===== src/rtl/fetch_pkg.sv =====
// Shared types and constants for the MIPS instruction-fetch stage.
package fetch_pkg;

    localparam int unsigned XLEN = 32;
    localparam logic [XLEN-1:0] RESET_PC_DEFAULT = 32'h0000_3000;
    localparam logic [XLEN-1:0] NOP = 32'h0000_0000;

    typedef enum logic {
        FETCH = 1'b0,
        HOLD  = 1'b1
    } fetch_state_e;

    // IF/ID pipeline register payload
    typedef struct packed {
        logic [XLEN-1:0] instr;
        logic [XLEN-1:0] pc;
        logic            valid;
        logic            exc_adel;
    } ifid_t;

endpackage


===== src/rtl/fetch_skid_buf.sv =====
// One-entry buffer holding the instruction word acked while ID was stalled.
module fetch_skid_buf #(
    parameter int unsigned W = 33
) (
    input  logic         clk,
    input  logic         reset_n,
    input  logic         load_i,
    input  logic         clear_i,
    input  logic [W-1:0] data_i,
    output logic [W-1:0] data_o
);

    logic [W-1:0] data_q, data_d;

    always_comb begin
        data_d = data_q;
        if (load_i) begin
            data_d = data_i;
        end else if (clear_i) begin
            data_d = '0;
        end
    end

    always_ff @(posedge clk) begin
        if (!reset_n) begin
            data_q <= '0;
        end else begin
            data_q <= data_d;
        end
    end

    assign data_o = data_q;

endmodule


===== src/rtl/pc_fetch_stage.sv =====
// Instruction-fetch stage: PC register, req/ack fetch, skid buffer and IF/ID register.
// Optional misaligned-PC detection is enabled by defining FETCH_ALIGN_CHECK_EN.
module pc_fetch_stage
    import fetch_pkg::*;
#(
    parameter logic [31:0] RESET_PC = RESET_PC_DEFAULT
) (
    input  logic        clk,
    input  logic        reset_n,
    input  logic [31:0] next_pc,
    input  logic        id_stall,
    output logic [31:0] pc,
    output logic [31:0] pc4,
    output logic        pc_en,
    output logic        im_req,
    output logic [31:0] im_addr,
    input  logic        im_ack,
    input  logic [31:0] im_rdata,
    output logic [31:0] id_instr,
    output logic [31:0] id_pc,
    output logic [31:0] id_pc8,
    output logic        id_valid,
    output logic        id_exc_adel
);

    localparam int unsigned BUF_W = XLEN + 1;

    fetch_state_e     state_q, state_d;
    logic [XLEN-1:0]  pc_q, pc_d;
    ifid_t            ifid_q, ifid_d;
    logic [XLEN-1:0]  id_pc8_q, id_pc8_d;

    logic             misaligned;
    logic             fetch_done;
    logic             advance;
    logic             buf_load;
    logic             buf_clear;
    logic [XLEN-1:0]  fetch_word;
    logic [BUF_W-1:0] buf_dout;

`ifdef FETCH_ALIGN_CHECK_EN
    assign misaligned = (pc_q[1:0] != 2'b00);
`else
    assign misaligned = 1'b0;
`endif

    // A misaligned fetch completes locally as if acked with a zero word
    assign im_req     = reset_n && (state_q == FETCH) && !misaligned;
    assign fetch_done = (im_req && im_ack) || (reset_n && (state_q == FETCH) && misaligned);
    assign fetch_word = misaligned ? NOP : im_rdata;
    assign advance    = reset_n && !id_stall && (fetch_done || (state_q == HOLD));

    assign pc      = pc_q;
    assign pc4     = pc_q + 32'd4;
    assign pc_en   = advance;
    assign im_addr = {pc_q[31:2], 2'b00};

    always_comb begin
        state_d   = state_q;
        pc_d      = pc_q;
        ifid_d    = ifid_q;
        id_pc8_d  = id_pc8_q;
        buf_load  = 1'b0;
        buf_clear = 1'b0;
        unique case (state_q)
            FETCH: begin
                if (fetch_done) begin
                    if (!id_stall) begin
                        ifid_d   = '{instr: fetch_word, pc: pc_q, valid: 1'b1, exc_adel: misaligned};
                        id_pc8_d = pc_q + 32'd8;
                    end else begin
                        buf_load = 1'b1;
                        state_d  = HOLD;
                    end
                end else if (!id_stall) begin
                    // Memory wait: push a bubble, keep id_pc
                    ifid_d.instr    = NOP;
                    ifid_d.valid    = 1'b0;
                    ifid_d.exc_adel = 1'b0;
                end
            end
            HOLD: begin
                if (!id_stall) begin
                    ifid_d    = '{instr: buf_dout[XLEN-1:0], pc: pc_q, valid: 1'b1,
                                  exc_adel: buf_dout[XLEN]};
                    id_pc8_d  = pc_q + 32'd8;
                    buf_clear = 1'b1;
                    state_d   = FETCH;
                end
            end
            default: state_d = FETCH;
        endcase
        if (advance) begin
            pc_d = next_pc;
        end
    end

    always_ff @(posedge clk) begin
        if (!reset_n) begin
            state_q  <= FETCH;
            pc_q     <= RESET_PC;
            ifid_q   <= '0;
            id_pc8_q <= 32'd8;
        end else begin
            state_q  <= state_d;
            pc_q     <= pc_d;
            ifid_q   <= ifid_d;
            id_pc8_q <= id_pc8_d;
        end
    end

    fetch_skid_buf #(
        .W (BUF_W)
    ) u_skid (
        .clk     (clk),
        .reset_n (reset_n),
        .load_i  (buf_load),
        .clear_i (buf_clear),
        .data_i  ({misaligned, fetch_word}),
        .data_o  (buf_dout)
    );

    assign id_instr    = ifid_q.instr;
    assign id_pc       = ifid_q.pc;
    assign id_pc8      = id_pc8_q;
    assign id_valid    = ifid_q.valid;
    assign id_exc_adel = ifid_q.exc_adel;

endmodule


===== config.mk =====
export PLATFORM = sky130hd
export DESIGN_NAME = pc_fetch_stage
export DESIGN_NICKNAME = d
export VERILOG_FILES = /design/src/rtl/fetch_pkg.sv /design/src/rtl/fetch_skid_buf.sv /design/src/rtl/pc_fetch_stage.sv
export SDC_FILE = /design/constraint.sdc
export NUM_CORES = 1
export LEC_CHECK = 0
export ABC_AREA = 0
export BUFFER_PORTS_ARGS = -buffer_cell sky130_fd_sc_hd__buf_2
export CORE_MARGIN = 4
export CORE_UTILIZATION = 51
export DETAILED_ROUTE_END_ITERATION = 10
export GPL_TIMING_DRIVEN = 1
export PLACE_DENSITY = 0.82
export SETUP_SLACK_MARGIN = 0.1
export SKIP_LAST_GASP = 1
export SLEW_MARGIN = 10
export SYNTH_ARGS = -nofsm -noshare
export SYNTH_HDL_FRONTEND = slang
export SYNTH_SLANG_ARGS = --single-unit

===== constraint.sdc =====
create_clock -name clk -period 3.2 [get_ports clk]
set_input_delay 0.32 -clock clk [delete_from_list [all_inputs] [get_ports clk]]
set_output_delay 0.32 -clock clk [all_outputs]
set_load 0.03 [all_outputs]

==> impl_metrics.json, run 1 <==
{
  "pwr-share-clk": 0.416,
  "r2r_setup_slack_ns": 0.93,
  "critPathArrivalTime_ns": 2.66,
  "grt_pass1_vias": 6662,
  "drv_cap": 0,
  "num_vias": 7362,
  "grt_first_pass_wirelength_mm": 33.86,
  "power_density_nw_per_um2": 531.0,
  "synth_edf_count": 0,
  "tns_ns": 0,
  "ys.flop_type": "dfxtp_1",
  "holdWs_ns": 0.1322,
  "synth_most_common_cell": "nand2_1",
  "status": "complete, no violations",
  "cts_buffers": 17,
  "min_from": "next_pc[27]",
  "seqPwrFrac": 0.454,
  "switching_share": 0.2765,
  "critPathCaptureType": "primary output",
  "preCtsSetupSlack_ns": 0.4056,
  "yosys_warnings": 0,
  "grt.total_usage": 0.2497,
  "vias_per_cell": 5.594,
  "clk_pin_slew_ns": 0.06,
  "critPathRequiredTime_ns": 2.88,
  "yosysSeqAreaShare": 0.4242,
  "num_rows": 44,
  "timing.rr.start": "pc[7]$_SDFFE_PN0P_",
  "core_area_um2": 14590,
  "sequential_cell_area_um2": 3251,
  "synth_commonest_cells": "nand2_1, dfxtp_1, a21oi_1",
  "syn_to_final_growth_pct": 17.36,
  "ys_seq_elements": 162,
  "period_minus_slack_ns": 2.981,
  "multi_input_area_um2": 3452,
  "fmax_mhz": 335.4,
  "n_antenna_cell": 0,
  "htree_levels": 4,
  "cts_tree": "done",
  "synthArstFlopShare": 0,
  "grt_overflow": 0,
  "worst_skew_pair.late_latency_ns": 0.42,
  "p_sw_uw": 1318,
  "fin_worst_skew_ns": 0.007990,
  "place.port_buffers": 260,
  "cp-startpoint": "pc[4]$_SDFFE_PN0P_",
  "vdd_drop_max_mv": 0.3371,
  "synth_cell_types": 51,
  "finalHoldViolations": 0,
  "setup_viol": 0,
  "synthTopCellsByArea": "dfxtp_1, nand2_1, a21oi_1",
  "hpwl_mm": 15.18,
  "n_fill_cell": 1259,
  "grt_setup_unrepaired": "false",
  "cts.sink_count": 162,
  "ios": 264,
  "first_iter_violations": 689,
  "avgSynthCellArea_um2": 7.818,
  "root_buffer": "clkbuf_16",
  "max_slew_margin": 0.4004,
  "syn-cell-area_um2": 7646,
  "die-area_um2": 17020,
  "finalMaxSlewViolations": 0,
  "final_core_util": 0.6151,
  "p_leak_uw": 0.003862,
  "p_comb_frac": 0.130,
  "fin_nets": 1190,
  "setup_slack_ns": 0.2187,
  "cp_max_fo": 9,
  "grt_max_degree": 97,
  "initial_core_util": 0.5241,
  "gp_congestion": 0.9176,
  "route.detailed.drc": 0,
  "yosysTopAreaCell": "dfxtp_1",
  "criticalPathCategory": "flip-flop to primary output",
  "routed_wl_mm": 22.18,
  "clk_path_buf_depth": 2,
  "cts_hold_buf": 0,
  "drt_first_pass_iters": 5,
  "die_w_um": 130.4,
  "drive_gt1_frac": 0.2977,
  "drtAntennaViolNets": 0,
  "synthCells": 978,
  "antenna_found_initial": 0,
  "hold_class": "input pin to flip-flop",
  "drt-wirelength-per-cell_um": 16.85,
  "p_int_uw": 3447,
  "finalCritPeriodShare": 0.9317,
  "tightest_slew_ns": 0.8994,
  "cp-start-kind": "flip-flop",
  "yosysTopAreaCellShare": 0.4242,
  "dieHeight_um": 130.4
}
-- power groups by stage --
stage,clock network [uW],logic [uW],registers (uW)
floorplan,0,425,2250
global placement,0,614,2200
detailed placement,0,617,2200
CTS,2010,620,2160
global route,2100,666,2170
finish,1980,619,2160
-- layer usage --
layer / part of all wire / wire (um) / GRT usage / up-vias
li1: - / - / - / 3514
met1: 0.40 / 8898 / 0.3142 / 3424
met2: 0.47 / 10430 / 0.4083 / 368
met3: 0.10 / 2207 / 0.07114 / 56
met4: 0.029 / 643 / 0.09558 / 0
met5: 0 / 0 / 0 / -
-- layout make-up --
class / count / share of cell area
Clock buffer: 22 / 0.05173
Clock inverter: 9 / 0.01199
Inverter: 4 / 0.001952
Multi-Input combinational cell: 655 / 0.3847
Sequential cell: 162 / 0.3622
Tap cell: 184 / 0.02566
Timing Repair Buffer: 280 / 0.1617
-- logic make-up (layout without fill, tap and decap cells) --
kind of cell               count (synthesis)  after routing  share of synthesized area
and+or+nand+nor                          418            418                     0.2461
xor gates and xnor gates                  42             42                    0.04909
buffers and inverters                    163            315                     0.1291
AOI/OAI and AO/OA                        190            190                     0.1478
other                                      1              3                  0.0004904
adders and majority gates                  2              2                   0.003272
DFF                                      162            162                     0.4242
-- final timing paths --
| check | endpoint | depth (start not counted) |
|---|---|---|
| max reg2reg | id_pc8[28]$_SDFFE_PN0P_ | 5 |
| max | pc4[27] | 6 |
| min | pc[27]$_SDFFE_PN0P_ | 3 |
| min reg2reg | id_pc[19]$_SDFFE_PN0P_ | 2 |
-- stage by stage --
| step | power, uW | std cells | instance area [um^2] |
|---|---|---|---|
| after floorplan | 2670 | 980 | 7654 |
| after global placement | 2814 | 1285 | 8373 |
| after detailed placement | 2820 | 1285 | 8373 |
| after CTS | 4794 | 1316 | 8954 |
| after global routing | 4934 | 1316 | 8974 |
| final | 4765 | 1316 | 8974 |
-- repair_timing --
action | in CTS | in global routing
setup endpoints to repair | 3 | 4
buffers inserted | 0 | 0
gates resized for setup | 4 | 6
-- cells in the final DEF (no fill, tap or decap), drive strengths merged, types with 9 or more instances in the layout --
cell type,instances
buf,280
nand2,220
dfxtp,162
a21oi,109
nor2,82
nand3,48
a221oi,32
xnor2,28
o21ai,25
clkbuf,22
nand4,19
xor2,14
a31oi,10
nor3,9
nor4,9
-- flip-flops by register name (all words and copies together) (netlist names) --
register and cells:
id_instr 32, id_pc8 32, id_valid 1, pc 32, u_skid.data_o 32, state_q 1, id_pc 32
-- critical path, stage by stage (launching register included) --
cell and delay (ns):
dfxtp_2 0.43, ha_2 0.30, nand2_1 0.19, or4_4 0.61
nor4_2 0.26, xor2_1 0.22, buf_2 0.23
No activity file was read; power rests on OpenSTA's default activity.
==> run 2, diff against run 1 <==
--- a/config.mk
+++ b/config.mk
@@ -7,10 +7,11 @@
 export LEC_CHECK = 0
 export ABC_AREA = 0
 export BUFFER_PORTS_ARGS = -buffer_cell sky130_fd_sc_hd__buf_2
+export CELL_PAD_IN_SITES_DETAIL_PLACEMENT = 0
+export CELL_PAD_IN_SITES_GLOBAL_PLACEMENT = 1
 export CORE_MARGIN = 4
-export CORE_UTILIZATION = 51
+export CORE_UTILIZATION = 36
 export DETAILED_ROUTE_END_ITERATION = 10
-export GPL_TIMING_DRIVEN = 1
 export PLACE_DENSITY = 0.82
 export SETUP_SLACK_MARGIN = 0.1
 export SKIP_LAST_GASP = 1
==> run 2 against run 1 <==
  * Clock skew grew 0.0028 ns
  * Clock-buffer cell count down 3
  * Setup slack worse by 0.022 ns
  * Non-clock buffer count grew 12
  * Critical endpoint is now pc4[28]
==> impl_metrics.json, run 2 (synthesis results as in run 1) <==
{
  "drive_gt1_frac": 0.3039,
  "drt-wirelength-per-cell_um": 16.41,
  "gp_congestion": 0.8262,
  "cp_max_fo": 9,
  "period_minus_slack_ns": 3.003,
  "fmax_mhz": 333.0,
  "cts_tree": "done",
  "tightest_slew_ns": 0.7874,
  "wl_met3_mm": 1.496,
  "tns_ns": 0,
  "final_common_cell": "buf_2",
  "root_buffer": "clkbuf_16",
  "clk_path_buf_depth": 2,
  "syn_to_final_growth_pct": 20.14,
  "p_total_uw": 4795,
  "place.port_buffers": 260,
  "grt.total_usage": 0.1891,
  "num_vias": 7142,
  "route.detailed.drc": 0,
  "wl_met1_mm": 10.52,
  "routed-wl-met2_mm": 10.92,
  "initial_core_util": 0.3649,
  "dieHeight_um": 153.7,
  "critPathArrivalTime_ns": 2.68,
  "finalCritPeriodShare": 0.9384,
  "p_leak_uw": 0.003932,
  "layout_common_cells": "buf_2, nand2_1, dfxtp_1",
  "finalHoldViolations": 0,
  "grt_pass1_vias": 6473,
  "fin_worst_skew_ns": 0.01077,
  "cts_setup_buffers": 0,
  "cts_buffers": 17,
  "worst_skew_pair.late_latency_ns": 0.42,
  "hpwl_mm": 16.29,
  "hold_class": "input pin to flip-flop",
  "p_sw_uw": 1417,
  "p_comb_frac": 0.134,
  "drt_first_pass_iters": 4,
  "n_antenna_cell": 0,
  "criticalPathCategory": "flip-flop to primary output",
  "path_cells": "ha_1 -> nand3_2 -> or4_4 -> or4_4 -> xnor2_2 -> clkbuf_4",
  "max_stage_delay_ns": 0.60,
  "post_dp_cell_area_um2": 8602,
  "vdd_drop_max_mv": 0.3315,
  "cts.sink_count": 162,
  "status": "complete, no violations",
  "critPathMostFrequentCell": "or4_4",
  "drtAntennaViolNets": 0,
  "drv_cap": 0,
  "ios": 264,
  "setup_viol": 0,
  "setup_slack_ns": 0.1970,
  "finalMaxSlewViolations": 0,
  "switching_share": 0.2954,
  "final_area_um2": 9186,
  "num_rows": 53,
  "preCtsSetupSlack_ns": 0.4031,
  "grt_max_degree": 83,
  "first_iter_violations": 392,
  "cp-start-kind": "flip-flop",
  "vias_per_cell": 5.030,
  "grt_setup_unrepaired": "true",
  "final_core_util": 0.4384,
  "cts_hold_buf": 0,
  "pwr-share-clk": 0.417,
  "max_slew_margin": 0.4751,
  "grt_first_pass_wirelength_mm": 36.29,
  "die_w_um": 153.7,
  "routed.top_layer": "met5",
  "grt_overflow": 0,
  "power_density_nw_per_um2": 522.0,
  "routed_wl_mm": 23.31,
  "antenna_found_initial": 2,
  "core_area_um2": 20960,
  "critPathRequiredTime_ns": 2.88,
  "die-area_um2": 23630,
  "htree_levels": 4,
  "fin_nets": 1202,
  "clk_pin_slew_ns": 0.07,
  "crit_slowest_cell": "or4_4",
  "p_int_uw": 3379,
  "critPathCaptureType": "primary output",
  "seqPwrFrac": 0.448
}
## run 2: final cells by class
class                   instances  area [um^2]
inverters                       4        17.52
multi-input cells             655         3443
fillers                      2169        11770
flip-flops and latches        162         3246
well taps                     275        344.1
clock buffers                  19        442.9
clock inverters                13        123.9
repair buffers                292         1569
## run 2: worst max-delay path: cells and delay by family (launching register included)
kind	cells	cell delay, ns
XOR/XNOR	1	0.13
AND/OR/NAND/NOR	3	1.30
flip-flops	1	0.40
buffers and inverters	1	0.20
adder cells (fa/ha/maj)	1	0.23
## run 2: worst paths after layout
check	start	endpoint	slack, ns	depth (start not counted)
worst min-delay path	next_pc[12]	pc[12]$_SDFFE_PN1P_	0.12	3
worst max-delay path	pc[3]$_SDFFE_PN0P_	pc4[28]	0.20	6
worst min register to register	id_pc[1]$_SDFFE_PN0P_	id_pc[1]$_SDFFE_PN0P_	0.45	2
worst max register to register	state_q$_SDFF_PN0_	pc[8]$_SDFFE_PN0P_	0.87	5
## run 2: per-stage QoR
stage | instances | hold WS (ns)
after floorplan | 980 | 0.4442
after global placement | 1388 | 0.4399
after detailed placement | 1388 | 0.4438
after CTS | 1420 | 0.1014
after global routing | 1420 | 0.1167
final | 1420 | 0.1245
## run 2: power groups by stage
| stage | Combinational [uW] | Sequential (uW) | Clock (uW) |
|---|---|---|---|
| 3_5_place_dp | 648 | 2200 | 0 |
| 4_1_cts | 649 | 2150 | 2040 |
| 5_1_grt | 693 | 2160 | 2140 |
| 6_report | 644 | 2150 | 2000 |
| 2_1_floorplan | 425 | 2250 | 0 |
| 3_3_place_gp | 646 | 2190 | 0 |
## run 2: metal layers
layer | up-vias | track usage
li1 | 3551 | -
met1 | 3300 | 0.2627
met2 | 260 | 0.2966
met3 | 27 | 0.04109
met4 | 4 | 0.05509
met5 | - | 0
## run 2: what timing repair did
item,in CTS,in global routing
setup endpoints to repair,2,2
gates resized for setup,4,2
pin swaps,0,0
==> run 3, diff against run 2 <==
--- a/config.mk
+++ b/config.mk
@@ -10,9 +10,9 @@
 export CELL_PAD_IN_SITES_DETAIL_PLACEMENT = 0
 export CELL_PAD_IN_SITES_GLOBAL_PLACEMENT = 1
 export CORE_MARGIN = 4
-export CORE_UTILIZATION = 36
+export CORE_UTILIZATION = 35
 export DETAILED_ROUTE_END_ITERATION = 10
-export PLACE_DENSITY = 0.82
+export PLACE_DENSITY = 0.8
 export SETUP_SLACK_MARGIN = 0.1
 export SKIP_LAST_GASP = 1
 export SLEW_MARGIN = 10
==> run 3 against run 2 <==
  * Setup slack gained 0.042 ns
  * Highest routed layer unchanged
  * Via count shrank 0.20%
  * Register-to-register slack lost 0.06 ns
  * Largest power group unchanged
  * First-iteration DRC count grew 5.4%
  * Critical path depth is the same
  * Flip-flop and latch count is the same
  * Clock-buffer cell count shrank 2
==> impl_metrics.json, run 3 (synthesis results as in run 1) <==
{
  "routed.top_layer": "met5",
  "wl_met3_mm": 1.953,
  "min_from": "next_pc[12]",
  "p_comb_frac": 0.131,
  "fin_worst_skew_ns": 0.01113,
  "finalHoldViolations": 0,
  "pwr-share-clk": 0.419,
  "whs_path_depth": 3,
  "final_core_util": 0.4290,
  "num_rows": 53,
  "drt_first_pass_iters": 5,
  "grt_pass1_vias": 6427,
  "p_int_uw": 3361,
  "cts_tree": "done",
  "cp_num_buf_inv": 1,
  "post_dp_cell_area_um2": 8537,
  "vdd_drop_max_mv": 0.3303,
  "layout_common_cells": "buf_2, nand2_1, dfxtp_1",
  "antenna_found_initial": 3,
  "status": "complete, no violations",
  "reg2regPathDepth": 6,
  "holdPathEnd": "pc[12]$_SDFFE_PN1P_",
  "final_area_um2": 9133,
  "critPathArrivalTime_ns": 2.64,
  "dieHeight_um": 155.8,
  "hpwl_mm": 16.66,
  "crit_slowest_cell": "or4_4",
  "grt_setup_unrepaired": "false",
  "final_common_cell": "buf_2",
  "power_density_nw_per_um2": 525.5,
  "n_fill_cell": 2217,
  "routed-wl-met2_mm": 10.99,
  "grt_overflow": 0,
  "wl_met1_mm": 10.44,
  "gp_congestion": 0.8383,
  "max_slew_margin": 0.4930,
  "cts.sink_count": 162,
  "die-area_um2": 24280,
  "fmax_mhz": 337.7,
  "drtAntennaViolNets": 0,
  "cts_buffers": 17,
  "clk_path_buf_depth": 2,
  "hold_class": "input pin to flip-flop",
  "grt.total_usage": 0.1887,
  "routed_wl_mm": 23.85,
  "root_buffer": "clkbuf_16",
  "drv_cap": 0,
  "initial_core_util": 0.3592,
  "cts_setup_buffers": 0,
  "drt-wirelength-per-cell_um": 16.88,
  "route.detailed.drc": 0,
  "setup_viol": 0,
  "finalMaxSlewViolations": 0,
  "p_sw_uw": 1438,
  "critPathMostFrequentCell": "or4_4",
  "dp.cells": 1381,
  "max_stage_delay_ns": 0.59,
  "tightest_slew_ns": 0.7535,
  "timing.rr.start": "pc[5]$_SDFFE_PN0P_",
  "r2r_setup_slack_ns": 0.81,
  "num_vias": 7128,
  "place.port_buffers": 260,
  "cp-start-kind": "flip-flop",
  "rr_endpoint": "id_pc8[28]$_SDFFE_PN0P_",
  "clk_pin_slew_ns": 0.07,
  "fin_cells": 1413,
  "core_area_um2": 21290,
  "critPathRequiredTime_ns": 2.88,
  "finalCritPeriodShare": 0.9254,
  "first_iter_violations": 413,
  "vias_per_cell": 5.045,
  "cp_top_family": "simple AND/OR/NAND/NOR gates",
  "p_leak_uw": 0.003889,
  "critPathCaptureType": "primary output",
  "grt_first_pass_wirelength_mm": 36.52,
  "fin_nets": 1195,
  "period_minus_slack_ns": 2.961,
  "switching_share": 0.2996,
  "htree_levels": 4,
  "die_w_um": 155.8,
  "n_antenna_cell": 0,
  "path_cells": "ha_1 -> nand3_2 -> or4_4 -> or4_4 -> xnor2_2 -> buf_2",
  "worst_skew_pair.late_latency_ns": 0.42,
  "grt_max_degree": 81,
  "criticalPathCategory": "flip-flop to primary output",
  "drive_gt1_frac": 0.3014,
  "cp_max_fo": 9,
  "ios": 264,
  "tns_ns": 0,
  "syn_to_final_growth_pct": 19.44,
  "seqPwrFrac": 0.450
}
==> run 3: changes by cell type in the layout (fill, tap and decap cells not counted), sizes merged <==
cell / before / now
buf: 291 / 285
clkbuf: 20 / 17
inv: 9 / 11
clkinv: 4 / 3
clkinvlp: 3 / 4
==> run 3: how the worst max path moves through the flow <==
| stage | startpoint | endpoint | slack, ns | depth (start not counted) |
|---|---|---|---|---|
| global route | pc[10]$_SDFFE_PN0P_ | pc4[31] | 0.12 | 5 |
| CTS | pc[4]$_SDFFE_PN0P_ | pc4[27] | 0.11 | 6 |
| detailed placement | pc[3]$_SDFFE_PN0P_ | pc4[28] | 0.52 | 6 |
| global placement | pc[4]$_SDFFE_PN0P_ | pc4[27] | 0.53 | 6 |
| finish | pc[3]$_SDFFE_PN0P_ | pc4[28] | 0.24 | 6 |
| floorplan | pc[4]$_SDFFE_PN0P_ | pc4[27] | 0.59 | 5 |
==> run 3: power groups by stage <==
| stage | sequential [uW] | combinational (uW) | clock [uW] |
|---|---|---|---|
| 2_1_floorplan | 2250 | 425 | 0 |
| 3_3_place_gp | 2200 | 632 | 0 |
| 3_5_place_dp | 2200 | 632 | 0 |
| 4_1_cts | 2160 | 634 | 2070 |
| 5_1_grt | 2170 | 678 | 2160 |
| 6_report | 2160 | 628 | 2010 |
==> run 3: final cells by class <==
class	instances	area (um^2)	share of cell area
Timing Repair Buffer	285	1501	0.1644
Sequential cell	162	3246	0.3554
Clock inverter	15	148.9	0.01630
Multi-Input combinational cell	655	3450	0.3777
Clock buffer	17	425.4	0.04658
Tap cell	275	344.1	0.03768
Inverter	4	17.52	0.001918
==> run 3: layer usage <==
| metal | vias to the layer above | track usage |
|---|---|---|
| met4 | 6 | 0.05711 |
| met5 | - | 0 |
| li1 | 3531 | - |
| met1 | 3289 | 0.2512 |
| met2 | 269 | 0.2967 |
| met3 | 33 | 0.05576 |
==> run 3: timing repair <==
item / CTS / global route
resized for setup: 2 / 4
setup endpoints to repair: 5 / 9
pin swaps: 0 / 1
cloned: 0 / 0
hold buffers: 0 / 0
hold endpoints to repair: 0 / 0
==> run 3: tightest hold or removal path: cells and delay by family <==
kind | cells | cell delay [ns]
AND/OR/NAND/NOR | 2 | 0.11
buffers and inverters | 1 | 0.08
==> run 3: per-stage QoR <==
step | setup WS, ns | hold WS (ns) | total power [uW]
finish | 0.2386 | 0.1100 | 4799
global route | 0.1218 | 0.1037 | 5005
CTS | 0.1140 | 0.08642 | 4863
detailed placement | 0.5163 | 0.4451 | 2837
global placement | 0.5309 | 0.4403 | 2835
floorplan | 0.5897 | 0.4442 | 2670
